==> src/rtl/alu_arbiter.sv <==
// alu_arbiter: round-robin two-port arbiter feeding a shared ALU, with registered operands
// and a 2-entry response FIFO per requester.
module alu_arbiter #(
  parameter int DATA_W = 12,
  parameter int OP_W = 3
) (
  input  logic              clk,
  input  logic              rst,
  input  logic [1:0]        req_valid,
  output logic [1:0]        req_ready,
  input  logic [OP_W-1:0]   req0_opcode,
  input  logic [OP_W-1:0]   req1_opcode,
  input  logic [DATA_W-1:0] req0_op1,
  input  logic [DATA_W-1:0] req0_op2,
  input  logic [DATA_W-1:0] req1_op1,
  input  logic [DATA_W-1:0] req1_op2,
  output logic [OP_W-1:0]   alu_opcode,
  output logic [DATA_W-1:0] alu_op1,
  output logic [DATA_W-1:0] alu_op2,
  input  logic [DATA_W-1:0] alu_result,
  output logic [1:0]        rsp_valid,
  input  logic [1:0]        rsp_ready,
  output logic [DATA_W-1:0] rsp0_data,
  output logic [DATA_W-1:0] rsp1_data,
  output logic              busy
);
  logic stage_valid, stage_owner, last_grant;
  logic [1:0] push, pop, elig, grant, nonempty;
  logic [1:0][DATA_W-1:0] head;
  assign push = {stage_valid & stage_owner, stage_valid & ~stage_owner};
  assign pop = rsp_valid & rsp_ready;
  // A port may only be granted if its FIFO will still have room when the result lands.
  for (genvar i = 0; i < 2; i++) begin : g_fifo
    logic [1:0] count, count_nxt;
    logic wr, rd;
    logic [DATA_W-1:0] mem [2];
    assign count_nxt = count + 2'(push[i]) - 2'(pop[i]);
    assign elig[i] = req_valid[i] & (count_nxt <= 2'd1);
    assign rsp_valid[i] = count != 2'd0;
    assign nonempty[i] = rsp_valid[i];
    assign head[i] = mem[rd];
    always_ff @(posedge clk)
      if (rst) begin
        count <= 2'd0;
        wr <= 1'b0;
        rd <= 1'b0;
        mem[0] <= '0;
        mem[1] <= '0;
      end else begin
        count <= count_nxt;
        if (push[i]) begin
          mem[wr] <= alu_result;
          wr <= ~wr;
        end
        if (pop[i]) rd <= ~rd;
      end
    a_no_overflow: assert property (@(posedge clk) disable iff (rst)
      !(push[i] && !pop[i] && count == 2'd2));
  end
  assign grant = rst ? 2'b00 : (&elig) ? (last_grant ? 2'b01 : 2'b10) : elig;
  assign req_ready = grant;
  assign rsp0_data = head[0];
  assign rsp1_data = head[1];
  assign busy = stage_valid | (|nonempty);
  always_ff @(posedge clk)
    if (rst) begin
      stage_valid <= 1'b0;
      stage_owner <= 1'b0;
      last_grant <= 1'b1;
      alu_opcode <= '0;
      alu_op1 <= '0;
      alu_op2 <= '0;
    end else begin
      stage_valid <= |grant;
      if (|grant) begin
        stage_owner <= grant[1];
        last_grant <= grant[1];
        alu_opcode <= grant[1] ? req1_opcode : req0_opcode;
        alu_op1 <= grant[1] ? req1_op1 : req0_op1;
        alu_op2 <= grant[1] ? req1_op2 : req0_op2;
      end
    end
endmodule

==> config.mk <==
export PLATFORM = sky130hd
export DESIGN_NAME = alu_arbiter
export DESIGN_NICKNAME = d
export VERILOG_FILES = /design/src/rtl/alu_arbiter.sv
export SDC_FILE = /design/constraint.sdc
export NUM_CORES = 1
export LEC_CHECK = 0
export BUFFER_PORTS_ARGS = -buffer_cell sky130_fd_sc_hd__buf_2
export CORE_ASPECT_RATIO = 1.25
export CORE_UTILIZATION = 53
export CTS_CLUSTER_SIZE = 24
export DETAILED_ROUTE_END_ITERATION = 16
export PLACE_DENSITY = 0.89
export SYNTH_ARGS = -nofsm -noshare
export SYNTH_HDL_FRONTEND = slang
export SYNTH_SLANG_ARGS = --single-unit
export TNS_END_PERCENT = 5
==> constraint.sdc <==
create_clock -name clk -period 4.78 [get_ports clk]
set_input_delay 0.956 -clock clk [delete_from_list [all_inputs] [get_ports clk]]
set_output_delay 0.956 -clock clk [all_outputs]
set_load 0.02 [all_outputs]
==> results.md <==
- The combinational group share of total power is a little under two fifths.
- The highest clock rate is ~0.27 GHz.
- The via density per instance is between 5 and 6.
- The total instance count after detailed placement is about 520.
- The Yosys step of the flow raised 0 warnings.
- The post-CTS repair timing setup buffer count is 0.
- The leakage component of the power is 2.32 nW.
- Counting the fill cells in the layout gives between 500 and 600.
- The remaining routing DRC violations is 0.
- The wire length on met2 is around 4200 um.
- The first global-routing pass estimated about 13000 um of wire.
- At the worst endpoint, the required time is about 3.8 ns.
- The post-synth net total is between 300 and 400.
- The detail route stage leaves a number of antenna-violating nets equal to 0.
- The maximum single-stage delay on the critical path is roughly 0.46 ns.
- Data arrives at the worst endpoint at 2.76 ns.
- The part of the power in registers is roughly two fifths.
- Once the floorplan was initialized, standard cells occupied 55.2% of the core.
- The number of antenna violations at the first check in global routing is 0.
- Global routing consumed, over all layers together, between 20 and 25% of the routing resources.
- The net count of the finished layout is 513.
- The sum of routed wire length over all layers is 8080 um.
- The clock tree root driver cell is clkbuf_8.
- The mapped netlist covers roughly 3900 um^2.
- The final setup skew is 0.00510 ns.
- TritonCTS built the clock tree.
- Internal power comes to around 1.7 mW.
- The average instance area after synthesis is 12.3 um^2.
- For this design the total switching power over the nets is 0.960 mW.
- The post-detailed-route wirelength per cell is around 15 um.
- The DRC violation total after the first TritonRoute iteration is between 150 and 200.
- The kind of launch point of the worst setup path is a primary input.
- The number of clock sinks is 88.
- Once routing completed, OpenROAD measured the worst setup slack at between 1 and 1.5 ns.
- The clock network accounts for 20.9% of the total power.
- The register bit total from synthesis is 88.
- After detailed routing, no signal wire sits above met4.
- The number of buffer cells added on primary ports is 127.
- The tightest min-delay check is of the reg2reg type.
- The final hold violation count is 0.
- The finished layout holds 532 standard cells, fillers aside.
- The instance area after placement is 4580 um^2.
- At the end of routability-driven placement, the weighted congestion stood at between 0.7 and 0.8.
- The worst reg2reg path depth is 9.
- The via count of the first global-routing pass is approximately 2.7k.
- The smallest clock period supported by the final layout is computed as 3.72 ns.
- The number of standard-cell rows in the floorplan is 34.
- Prior to clock tree synthesis, the placed netlist has a worst setup slack of between 1 and 1.5 ns.
- The signal on the critical path passes through buf_2, and2_1, ha_1, inv_1, ha_1, xor3_1, a311o_2, inv_2, buf_2.
- In the final routing, the length of wire on met1 measures about 3300 um.
- The width of the chip is slightly below 80 um.
- The flow ran to the end, and the final reports show no timing, DRC or antenna violations.
- The number of resized instances in the post-cts repair step is 0.
- The number of buffers on the longest clock path is 2.
- The master of the slowest instance on the critical path is xor3_1.
- The overall power is 2.65 mW.
- The routed design uses around 400 um of met3 wire.
- VDD sags by at most 0.438 mV.
- The synthesized instance count is 314.
- Setup violations remaining at the end of the flow were counted as 0.
- The worst setup path is captured at an output port.
- Dividing total power by cell area gives a power density of 553 nW/um^2.
- The pin count of the biggest net entering global routing is 33.
- The final worst-path cycle share is 77.8%.
- In this run the vertical extent of the chip is slightly below 100 um.
- The start-to-end type of the worst setup path is in2out.
- Clock-pin slew was measured on the worst setup and hold paths at roughly 0.08 ns.
- The first detailed-routing pass ran for 4 iterations.
- The highest net fanout along the worst path is 4.
- The tightest slew margin relative to the limit is approximately 22%.
- Setup repair after global routing left no endpoint under its margin.
- The H-tree depth reported by CTS is 3.
- With fillers left out, the area of the finished cells amounts to 4800 um^2.
- Of the synthesized area, sequential elements account for between 50 and 60%.
- The layout cell share with drive strength beyond 1 is approximately two fifths.
- Along the worst hold path, the cell count comes to 2.
- After routing, the total negative slack on setup checks comes to 0 ns.
- The net switching fraction of the power is between 30% and 40%.
- The core area is ~7000 um^2.
- The total grt overflow is 0.
- The die area is between 7000 and 8000 um^2.
- The post-synthesis to final-layout area growth is 23.7%.
- Summed over all nets, the half-perimeter wirelength after detailed placement is about 5700 um.
- The final count of pins violating max slew is 0.
- The number of clock buffers added by TritonCTS is 9.
- The number of max-capacitance violations reported is 0.
- The top-level I/O count is approximately 130.
- The worst-margin pin slew is 1.16 ns.
- The antenna cell count is 0.
- The later pin in the worst-skew pair is clocked with a latency of 0.34 ns.
- Yosys mapped the design onto 30 distinct sky130hd cell types.
- The detailed-route via count is between 2k and 3k.
- The quantity of hold-fixing buffers added after cts is 0.
state kept, by name, indices dropped and copies added, names as in the netlist, named ones only:
signal,count
last_grant,1
g_fifo.rd,2
g_fifo.count,4
stage_owner,1
alu_op1,12
alu_opcode,3
alu_op2,12
g_fifo.wr,2
stage_valid,1
g_fifo.mem,48
cell families (layout without fill, tap and decap cells):
logic type      Yosys count  in the layout  share of synthesized area [%]
compound gates           60             60                           10.0
xor+xnor                  6              6                           2.10
fa+ha+maj                 4              4                           1.29
buf+inv                  29            157                           3.29
flops                    88             88                           57.8
mux                      51             51                           13.9
simple gates             76             76                           11.6
layer usage:
| layer | GRT usage (%) | vias up |
|---|---|---|
| li1 | - | 1348 |
| met1 | 24.9 | 1306 |
| met2 | 38.7 | 123 |
| met3 | 4.23 | 18 |
| met4 | 11.3 | 0 |
| met5 | 0 | - |
power groups by stage:
| stage | registers [mW] | logic [mW] | clock network [mW] |
|---|---|---|---|
| final | 1.10 | 0.999 | 0.553 |
| after global routing | 1.12 | 1.08 | 0.598 |
| after CTS | 1.10 | 1.01 | 0.567 |
| after detailed placement | 1.11 | 1.00 | 0 |
| after global placement | 1.10 | 0.975 | 0 |
| after floorplan | 1.18 | 0.623 | 0 |
final timing paths:
| path | startpoint | to | slack, ns |
|---|---|---|---|
| setup / recovery | rsp_ready[1] | req_ready[1] | 1.06 |
| hold / removal | stage_owner | stage_owner | 0.50 |
| setup reg to reg | g_fifo[1].count[1] | alu_op1[1] | 1.53 |
| hold reg to reg | stage_owner | stage_owner | 0.50 |
synth_stat cells (all sizes together):
| master | instances | share of area (%) |
|---|---|---|
| o21bai | 29 | 5.6 |
| xnor3 | 1 | 0.58 |
| nor3b | 2 | 0.39 |
| inv | 9 | 0.87 |
| or3 | 1 | 0.16 |
| nor3 | 4 | 0.52 |
| mux2i | 27 | 7.0 |
| clkbuf | 9 | 0.87 |
| edfxtp | 48 | 37 |
| xor2 | 2 | 0.45 |
| mux2 | 24 | 7.0 |
| nand2b | 1 | 0.16 |
| and2 | 50 | 8.1 |
| o31ai | 1 | 0.19 |
| a21oi | 27 | 3.5 |
| xor3 | 1 | 0.61 |
| ha | 4 | 1.3 |
| buf | 11 | 1.5 |
| a211o | 1 | 0.23 |
| o2bb2ai | 1 | 0.23 |
| xnor2 | 2 | 0.45 |
| nor2 | 7 | 0.68 |
| a311o | 1 | 0.26 |
| dfxtp | 40 | 21 |
| nor2b | 4 | 0.65 |
| nand2 | 3 | 0.29 |
| or2 | 4 | 0.65 |
layout by cell type, fill, tap and decap left out, drive strengths merged:
master    instances
ha                4
xnor2             2
xnor3             1
nor2              7
edfxtp           48
xor3              1
or2               4
clkinvlp          1
buf             132
nor2b             4
bufinv            2
a311o             1
xor2              2
clkbuf            9
inv              11
mux2i            27
nand2b            1
a21oi            27
o31ai             1
o21bai           29
o2bb2ai           1
mux2             24
dfxtp            40
or3               1
nor3b             2
clkinv            2
nand2             3
and2             50
nor3              4
a211o             1
critical path, delay by kind of cell:
| kind | cells | cell delay [ns] |
|---|---|---|
| fa+ha+maj | 2 | 0.44 |
| compound gates | 1 | 0.39 |
| xor+xnor | 1 | 0.46 |
| simple gates | 1 | 0.16 |
| buf+inv | 4 | 0.37 |
stage by stage:
step | hold WS [ns] | util (%)
2_1_floorplan | 0.460 | -
3_3_place_gp | 0.474 | 65.2
4_1_cts | 0.501 | 68.3
6_report | 0.497 | 68.3
3_5_place_dp | 0.487 | 65.2
5_1_grt | 0.516 | 68.3
area by class of cell:
cell class	count	area, um^2	share of cell area (%)
Inverter	9	33.8	0.704
Multi-Input combinational cell	197	1520	31.6
Sequential cell	88	2240	46.8
Tap cell	90	113	2.35
Timing Repair Buffer	132	673	14.0
Clock inverter	7	92.6	1.93
Clock buffer	9	124	2.58
Power figures use the tool's default switching activity.
